<file path="src/rtl/spectro_frame_scanner.sv">
// rtl/spectro_frame_scanner.sv - windowed pulse counter with snapshot and framed MSB-first serial dump
module spectro_frame_scanner #(
    parameter int         N_CH  = 15,
    parameter int         CNT_W = 12,
    parameter logic [3:0] SYNC  = 4'hA
) (
    input  logic            clk,
    input  logic            reset,
    input  logic [N_CH-1:0] ch_in,
    input  logic            rtc_in,
    input  logic            dump_req,
    input  logic [11:0]     period_s,
    input  logic            ser_ready,
    output logic            ser_out,
    output logic            ser_valid,
    output logic            ser_first,
    output logic            ser_last,
    output logic            busy,
    output logic            ovf_any,
    output logic [4:0]      word_idx
);

    localparam int               FRAME_W   = 28 + N_CH * CNT_W;
    localparam logic [4:0]       LAST_WORD = 5'(N_CH);
    localparam logic [4:0]       WORD_HDR  = 5'd31;
    localparam logic [4:0]       CNT_TOP   = 5'(CNT_W - 1);
    localparam logic [CNT_W-1:0] CNT_MAX   = '1;
    localparam logic [CNT_W-1:0] CNT_NEAR  = CNT_MAX - 1'b1;

    typedef enum logic [1:0] {IDLE, SNAP, HEADER, PAYLOAD} state_t;

    state_t                       state_q, state_d;
    logic [N_CH-1:0]              ch_meta_q, ch_sync_q, ch_prev_q;
    logic                         rtc_meta_q, rtc_sync_q, rtc_prev_q;
    logic [N_CH-1:0][CNT_W-1:0]   cnt_q, cnt_d;
    logic [N_CH-1:0]              ovf_q, ovf_d;
    logic [5:0]                   sec_q, sec_d, min_q, min_d;
    logic                         rtc_ovf_q, rtc_ovf_d;
    logic [3:0]                   cause_q, cause_d, cause_c;
    logic [7:0]                   seq_q, seq_d;
    logic [FRAME_W-1:0]           frame_q, frame_d;
    logic [4:0]                   word_q, word_d, bit_q, bit_d;
    logic [N_CH-1:0]              ch_ev;
    logic                         rtc_ev, snap, accept;
    logic [11:0]                  elapsed;
    logic [N_CH*CNT_W-1:0]        pay;

    always_ff @(posedge clk or negedge reset) begin
        if (!reset) begin
            state_q    <= IDLE;
            ch_meta_q  <= '0;
            ch_sync_q  <= '0;
            ch_prev_q  <= '0;
            rtc_meta_q <= 1'b0;
            rtc_sync_q <= 1'b0;
            rtc_prev_q <= 1'b0;
            cnt_q      <= '0;
            ovf_q      <= '0;
            sec_q      <= '0;
            min_q      <= '0;
            rtc_ovf_q  <= 1'b0;
            cause_q    <= '0;
            seq_q      <= '0;
            frame_q    <= '0;
            word_q     <= WORD_HDR;
            bit_q      <= '0;
        end else begin
            state_q    <= state_d;
            ch_meta_q  <= ch_in;
            ch_sync_q  <= ch_meta_q;
            ch_prev_q  <= ch_sync_q;
            rtc_meta_q <= rtc_in;
            rtc_sync_q <= rtc_meta_q;
            rtc_prev_q <= rtc_sync_q;
            cnt_q      <= cnt_d;
            ovf_q      <= ovf_d;
            sec_q      <= sec_d;
            min_q      <= min_d;
            rtc_ovf_q  <= rtc_ovf_d;
            cause_q    <= cause_d;
            seq_q      <= seq_d;
            frame_q    <= frame_d;
            word_q     <= word_d;
            bit_q      <= bit_d;
        end
    end

    always_comb begin
        state_d = state_q;
        case (state_q)
            IDLE:    if (|cause_c) state_d = SNAP;
            SNAP:    state_d = HEADER;
            HEADER:  if (accept && bit_q == 5'd0) state_d = PAYLOAD;
            PAYLOAD: if (accept && bit_q == 5'd0 && word_q == LAST_WORD) state_d = IDLE;
            default: state_d = IDLE;
        endcase
    end

    always_comb begin
        busy      = (state_q != IDLE);
        ser_valid = (state_q == HEADER) || (state_q == PAYLOAD);
        ser_out   = ser_valid & frame_q[FRAME_W-1];
        ser_first = (state_q == HEADER) && (bit_q == 5'd15);
        ser_last  = (state_q == PAYLOAD) && (word_q == LAST_WORD) && (bit_q == 5'd0);
        ovf_any   = (|ovf_q) | rtc_ovf_q;
        word_idx  = word_q;
    end

    always_comb begin
        ch_ev   = ch_sync_q & ~ch_prev_q;
        rtc_ev  = rtc_sync_q & ~rtc_prev_q;
        snap    = (state_q == SNAP);
        accept  = ser_valid & ser_ready;
        elapsed = 12'(min_q) * 12'd60 + 12'(sec_q);
        cause_c = {dump_req, (period_s != 12'd0) && (elapsed >= period_s), rtc_ovf_q, |ovf_q};

        // The live window restarts at SNAP, so an event in that same cycle counts from zero.
        cnt_d     = snap ? '0 : cnt_q;
        ovf_d     = snap ? '0 : ovf_q;
        sec_d     = snap ? '0 : sec_q;
        min_d     = snap ? '0 : min_q;
        rtc_ovf_d = snap ? 1'b0 : rtc_ovf_q;
        for (int i = 0; i < N_CH; i++) begin
            if (ch_ev[i] && cnt_d[i] != CNT_MAX) begin
                ovf_d[i] = ovf_d[i] | (cnt_d[i] == CNT_NEAR);
                cnt_d[i] = cnt_d[i] + 1'b1;
            end
        end
        if (rtc_ev) begin
            if (sec_d == 6'd59) begin
                sec_d = '0;
                if (min_d == 6'd63) begin
                    min_d     = '0;
                    rtc_ovf_d = 1'b1;
                end else begin
                    min_d = min_d + 6'd1;
                end
            end else begin
                sec_d = sec_d + 6'd1;
            end
        end

        cause_d = (state_q == IDLE) ? cause_c : cause_q;
        seq_d   = snap ? seq_q + 8'd1 : seq_q;

        pay = '0;
        for (int i = 0; i < N_CH; i++) begin
            pay[(N_CH-1-i)*CNT_W +: CNT_W] = cnt_q[i];
        end

        // frame_q doubles as the shadow copy: the whole record is latched at SNAP and shifted out.
        frame_d = frame_q;
        word_d  = word_q;
        bit_d   = bit_q;
        if (snap) begin
            frame_d = {SYNC, cause_q, seq_q, min_q, sec_q, pay};
            word_d  = WORD_HDR;
            bit_d   = 5'd15;
        end else if (accept) begin
            frame_d = frame_q << 1;
            if (bit_q != 5'd0) begin
                bit_d = bit_q - 5'd1;
            end else if (state_q == HEADER) begin
                word_d = 5'd0;
                bit_d  = 5'd11;
            end else if (word_q == LAST_WORD) begin
                word_d = WORD_HDR;
            end else begin
                word_d = word_q + 5'd1;
                bit_d  = CNT_TOP;
            end
        end
    end

endmodule

</file>
<file path="config.mk">
export PLATFORM = sky130hd
export DESIGN_NAME = spectro_frame_scanner
export DESIGN_NICKNAME = d
export VERILOG_FILES = /design/src/rtl/spectro_frame_scanner.sv
export SDC_FILE = /design/constraint.sdc
export NUM_CORES = 1
export LEC_CHECK = 0
export ABC_AREA = 1
export ABC_CLOCK_PERIOD_IN_PS = 5830
export BUFFER_PORTS_ARGS = -buffer_cell sky130_fd_sc_hd__buf_2
export CAP_MARGIN = 20
export CORE_MARGIN = 3
export CORE_UTILIZATION = 50
export DETAILED_ROUTE_END_ITERATION = 8
export GPL_TIMING_DRIVEN = 1
export PLACE_DENSITY_LB_ADDON = 0.2
export SYNTH_ARGS = -nofsm -noshare
export SYNTH_HDL_FRONTEND = slang
export SYNTH_SLANG_ARGS = --single-unit
</file>
<file path="constraint.sdc">
create_clock -name clk -period 5.83 [get_ports clk]
set_input_delay 0.583 -clock clk [delete_from_list [all_inputs] [get_ports clk]]
set_output_delay 0.583 -clock clk [all_outputs]
set_load 0.005 [all_outputs]
</file>
### Word-level counts from Yosys, hierarchy flattened

Cells that the tools add are included.
W data, S select, Z words.

| word-level totals | value |
|---|---|
| register bits after elaboration | 488 |
| word-level logic and storage cells | 210 |

| operators by class | value |
|---|---|
| magnitude comparators | 1 |
| multipliers | 1 |
| muxes and demuxes | 59 |
| reductions and logical operators | 33 |
| add/sub/neg operators | 21 |
| equal/unequal tests | 42 |
| bitwise gates (word level) | 22 |

Operators by type and width:

| operator | count |
|---|---|
| $mux W208 | 2 |
| $add A12 B1 Y12 const B | 15 |
| $eq A12 B12 Y1 const B | 15 |
| $mux W12 | 15 |
| $mux W180 | 1 |
| $ne A12 B12 Y1 const B | 15 |
| $mux W5 | 10 |
| $mux W6 | 7 |
| $logic_and A1 B1 Y1 | 21 |
| $mux W1 | 19 |
| $reduce_or A18 Y1 | 1 |
| $or A1 B1 Y1 | 16 |
| $and A15 B15 Y15 | 1 |
| $mux W15 | 1 |
| $not A15 Y15 | 1 |
| $reduce_or A15 Y1 | 1 |
| $add A12 B6 Y12 | 1 |
| $add A6 B1 Y6 const B | 2 |
| $eq A6 B6 Y1 const B | 2 |
| $ge A12 B12 Y1 | 1 |
| $reduce_bool A12 Y1 | 1 |
| $eq A5 B4 Y1 const B | 2 |
| $mul A6 B4 Y10 const B | 1 |
| $add A8 B1 Y8 const B | 1 |
| other kinds (17) | 27 |

### Longest topological paths before layout

| logic depth | value |
|---|---|
| depth in word-level cells | 7 |
| gate-level depth with buffers | 29 |
| mapped depth without buffers | 29 |

### Worst setup path before layout

Ideal clock, no wire load.

| path | value |
|---|---|
| kind | reg-to-reg |
| from | register min_q[0] |
| to | register state_q[1] |
| cell stages (with the launch flop) | 26 |
| required time | 5713 ps |
| path slack | 1676 ps |
| path buffers | 0 |
| library setup time | 117 ps |
| arrival time | 4037 ps |
| period minus slack after synthesis | 4154 ps |
| cell sequence | dfrtp_1 fa_1 fa_1 inv_1 fa_1 inv_1 ha_1 nand2_1 nor2_1 o21ai_0 nor3_1 nand2_1 nand2_1 nand2_1 ha_1 nand2_1 nor2_1 inv_1 nor2_1 nand2_1 nand2_1 nand2_1 nand2_1 nand2_1 nand2_1 nand2_1 |

| on the way | value |
|---|---|
| word-level cells in the longest chain between the ends | 7 |

Ends and longest elaborated chain:

| element | RTL line | text |
|---|---|---|
| start, declared | 37 | `logic [5:0] sec_q, sec_d, min_q, min_d;` |
| start signal, assigned | 78 | `min_q <= min_d;` |
| $mul A6 B4 Y10 | 114 | `elapsed = 12'(min_q) * 12'd60 + 12'(sec_q);` |
| $add A12 B6 Y12 | 114 |  |
| $ge A12 B12 Y1 | 115 | `cause_c = {dump_req, (period_s != 12'd0) && (elapsed >= period_s), rtc_ovf_q, \|ovf_q};` |
| $logic_and A1 B1 Y1 | 115 |  |
| $reduce_or A18 Y1 | 91 | `IDLE: if (\|cause_c) state_d = SNAP;` |
| $ne A2 B2 Y1 (no line) | -- |  |
| $reduce_and A3 Y1 (no line) | -- |  |
| end signal, assigned | 68 | `state_q <= state_d;` |
| end, declared | 32 | `state_t state_q, state_d;` |

No other way between the ends.
A chain may end at the register's enable or synchronous reset.

### Worst setup path in the final report

Ends and elaborated chain as after synthesis.

==> results summary <==
The remaining max-slew budget at the tightest pin came out at 32.4%. The analysis attributes to cell leakage a power of 12.8 nW. The power density over cell area is 442 nW/um2.

The endpoint of the lowest-slack register-to-register path is state_q[1]. The tightest hold path in the finished design has a slack of 100 ps. Counting distinct cell types in the post-synthesis netlist gives 44. The clock root buffer master is sky130_fd_sc_hd__clkbuf_16. In this run the remaining antenna-violating nets after routing total 0. The number of antenna diodes in the final layout is 0. TritonCTS built the clock tree. The largest family of logic cells by synthesized area is simple AND/OR/NAND/NOR gates. The compound-cell area share of the yosys netlist came out at 7.61%.

The number of global-route vias before repair came out at 19388. The mux cell area share after synthesis is 0%. The number of antenna violations at the first check in global routing came out at 0. The register-to-register setup slack is 1210 ps.

The number of CTS-inserted buffers is 53. Gates resized during post-CTS repair numbered 0. The number of failing setup endpoints in the final timing report came out at 0. Setup repair after global routing left no endpoint under its margin. The floorplan step set the die width to 232 um. Summing the areas of all fa, ha and maj instances in the mapped netlist gives 4.22% of the synthesized area. The logic depth of the worst register-to-register path is 25.

For this run, the leading register cell type out of synthesis is sky130_fd_sc_hd__dfrtp_1. The run finished with clean final reports. The worst vdd rail ir drop came out at 0.355 mV.

The post-synthesis share of cell area spent on xor and xnor gates is 5.22%. The count of endpoints failing hold in the final timing report came out at 0. The first global-routing pass estimated 88400 um of wire. The final critical-path share of the clock period came out at 79.3%. The starting density of the core came out at 50.7%. The final estimated routing congestion in global placement came out at 0.887. Synthesis inferred 488 register bits.

The worst min-delay path class is in2reg. The die area is 53700 um2. The startpoint identified for the worst register-to-register timing path is min_q[0].

The sequential element share of the synthesized area came out at 47.9%. The synthesized instance count is 3175. The wire length per cell is 13.0 um. For this run, design rule violations remaining after detail routing come to 0.

From bottom edge to top edge, the die measures 232 um. Dividing the synthesized area by the synthesized cell count gives 8.03 um2. The yosys synthesis warning count is 0. The via count normalized by instance count is 5.14. The post-synthesis simple-gate area fraction came out at 27.5%. At the later pin of the worst-skew pair, clock insertion delay measures 590 ps. For this design the top-level I/O count stands at 43.

The count of input and output buffers came out at 42. The number of enable-type register cells in the synthesized netlist is 0. The worst setup path is launched from a register. The number of H-tree levels is 2. By instance count, the cell type seen most on the critical path is sky130_fd_sc_hd__nand2_1. Clock skew on the completed layout was measured at 16.9 ps. Counting instances, the worst hold path has a depth of 1. The largest individual stage delay along the critical path comes from the cell sky130_fd_sc_hd__fa_1. The required time of the worst setup path is 6300 ps. The routed design has 50500 um of wire.

The placeable core region came out at 50300 um2. The arrival time of the worst setup path came out at 5090 ps. The net count after synthesis is 3287. The share of synthesized registers carrying an async set or reset is 100%. The biggest fanout along the worst timing path came out at 5. The total global-route track usage is 19.1%. The fill cell total of the finished layout is 4585. The number of DRC markers after the initial detailed-route iteration came out at 1241.

The highest achievable clock rate is 0.216 GHz. The number of vias after detailed routing came out at 19923. The area growth from synthesis to layout is 9.68%. The detailed-router iteration count before antenna repair came out at 6.

On the critical path the largest part of the delay comes from adder cells. The netlist area before placement is 25500 um2. The critical path depth came out at 25. The critical path starts at min_q[0]. The final net count came out at 3280. The number of hold buffers added after CTS came out at 1. STA classifies the critical path endpoint as a register. Of the cells placed in the final design, the portion with a size suffix greater than 1 is 8.11%. Counting along the longest clock path gives a buffer depth of 3. The setup path with the least slack is of type reg2reg. The buffer and inverter count on the worst path is 3.

The total of max-cap violations came out at 0. The largest incremental delay on the critical path came out at 540 ps. The endpoint of the most critical setup path is state_q[1]. The maximum number of pins on one net before global-route repair came out at 185. The post-CTS repair timing setup buffer count is 0. In this run the core area contains 82 standard-cell rows. The tree built by TritonCTS fans out to 488 sinks. The power consumption came out at 12.4 mW. The minimum clock period after layout came out at 4620 ps. The total grt overflow is 0. For the pin with the worst max-slew slack, the measured transition is 1010 ps.

Summed over all failing endpoints, the final setup total negative slack is 0 ps. The max-slew violation count came to 0. The HPWL after detailed placement is 32800 um. The clock transition at the registers of the reported paths came out at 60 ps.
==> synth_stat cells, drive strengths merged, types with 2 or more instances <==
library cell / number / share of area [%]
dfrtp: 483 / 47
a22oi: 2 / 0.059
fa: 10 / 0.79
o22ai: 3 / 0.074
buf: 76 / 1.9
nor2: 536 / 8.9
dfstp: 5 / 0.52
inv: 325 / 4.8
ha: 70 / 3.4
o31ai: 3 / 0.088
clkinv: 2 / 0.029
nand2: 924 / 14
nand4: 44 / 1.1
xor2: 87 / 3.0
o211ai: 3 / 0.088
o21ai: 92 / 1.9
nand3: 113 / 2.2
a31oi: 201 / 4.9
a21oi: 22 / 0.43
nand3b: 10 / 0.29
nor3: 41 / 0.84
clkbuf: 47 / 0.69
nor4: 5 / 0.12
xnor2: 65 / 2.2
==> layer usage <==
metal / share of wire (%) / GRT usage [%] / wire length [um] / up-vias
met4: 2.1 / 5.36 / 1040 / 0
met3: 4.0 / 3.69 / 2020 / 77
met5: 0 / 0 / 0 / -
met1: 49 / 25.8 / 24500 / 9476
met2: 45 / 31.5 / 22900 / 291
li1: - / - / - / 10079
==> stage by stage <==
stage               worst slack (ps)  util, %  cells  cell area, um2
global placement                1360     52.0   3784           26100
finish                          1210     55.6   3878           28000
global route                     821     55.6   3878           28000
detailed placement              1240     52.0   3784           26100
CTS                             1210     55.6   3878           28000
floorplan                       1680        -   3175           25500
==> report_power, final <==
group          leakage, nW  internal [mW]  switching, mW
Clock                0.888           2.12           1.34
Combinational         5.83           1.30           2.68
Sequential            6.04           4.39          0.540
==> how the worst min path moves through the flow <==
| stage | start | endpoint |
|---|---|---|
| 2_1_floorplan | reset | bit_q[0] |
| 3_3_place_gp | ch_meta_q[3] | ch_sync_q[3] |
| 3_5_place_dp | ch_meta_q[3] | ch_sync_q[3] |
| 4_1_cts | ch_in[9] | ch_meta_q[9] |
| 5_1_grt | ch_in[0] | ch_meta_q[0] |
| 6_report | ch_in[0] | ch_meta_q[0] |
==> registers in the layout, summed over array words and instances, names as in the netlist <==
signal	count
rtc_sync_q	1
frame_q	208
ch_prev_q	15
state_q	2
ch_meta_q	15
cnt_q	180
seq_q	8
bit_q	5
rtc_prev_q	1
min_q	6
sec_q	6
cause_q	4
rtc_meta_q	1
rtc_ovf_q	1
word_idx	5
ch_sync_q	15
ovf_q	15
==> cell families after synthesis <==
group,Yosys count
and+or+nand+nor,1677
DFF,488
buffers and inverters,450
AOI/OAI and AO/OA,328
xor gates and xnor gates,152
adders and majority gates,80
==> placed cells by master, fill, tap and decap left out, types with 3 or more instances in the layout <==
cell type	n
sky130_fd_sc_hd__nand3_1	113
sky130_fd_sc_hd__buf_12	8
sky130_fd_sc_hd__nor2_2	39
sky130_fd_sc_hd__fa_1	10
sky130_fd_sc_hd__nand2_1	899
sky130_fd_sc_hd__o211ai_1	3
sky130_fd_sc_hd__clkbuf_16	53
sky130_fd_sc_hd__bufinv_16	6
sky130_fd_sc_hd__clkbuf_8	15
sky130_fd_sc_hd__buf_4	10
sky130_fd_sc_hd__clkbuf_1	11
sky130_fd_sc_hd__xor2_1	87
sky130_fd_sc_hd__buf_2	41
sky130_fd_sc_hd__clkinv_2	4
sky130_fd_sc_hd__nand3b_1	10
sky130_fd_sc_hd__o22ai_1	3
sky130_fd_sc_hd__a31oi_1	201
sky130_fd_sc_hd__dfrtp_1	483
sky130_fd_sc_hd__nand2_2	19
sky130_fd_sc_hd__xnor2_1	65
sky130_fd_sc_hd__nor2_4	21
sky130_fd_sc_hd__o31ai_1	3
sky130_fd_sc_hd__o21ai_2	4
sky130_fd_sc_hd__o21ai_1	4
sky130_fd_sc_hd__nor2_1	476
sky130_fd_sc_hd__inv_1	306
sky130_fd_sc_hd__ha_1	69
sky130_fd_sc_hd__nor4_1	5
sky130_fd_sc_hd__o21ai_0	83
sky130_fd_sc_hd__nand4_1	44
sky130_fd_sc_hd__nor3_1	39
sky130_fd_sc_hd__dfstp_2	5
sky130_fd_sc_hd__a21oi_1	22
sky130_fd_sc_hd__nand2_4	6
sky130_fd_sc_hd__inv_2	18
==> final cells by class <==
class | instances | area (um2) | area share (%)
repair buffers | 61 | 465 | 1.67
multi-input cells | 2237 | 11400 | 40.7
well taps | 672 | 841 | 3.01
clock inverters | 14 | 234 | 0.837
clock buffers | 79 | 1570 | 5.63
flip-flops and latches | 488 | 12200 | 43.7
inverters | 327 | 1230 | 4.42
Power figures use the tool's default switching activity.
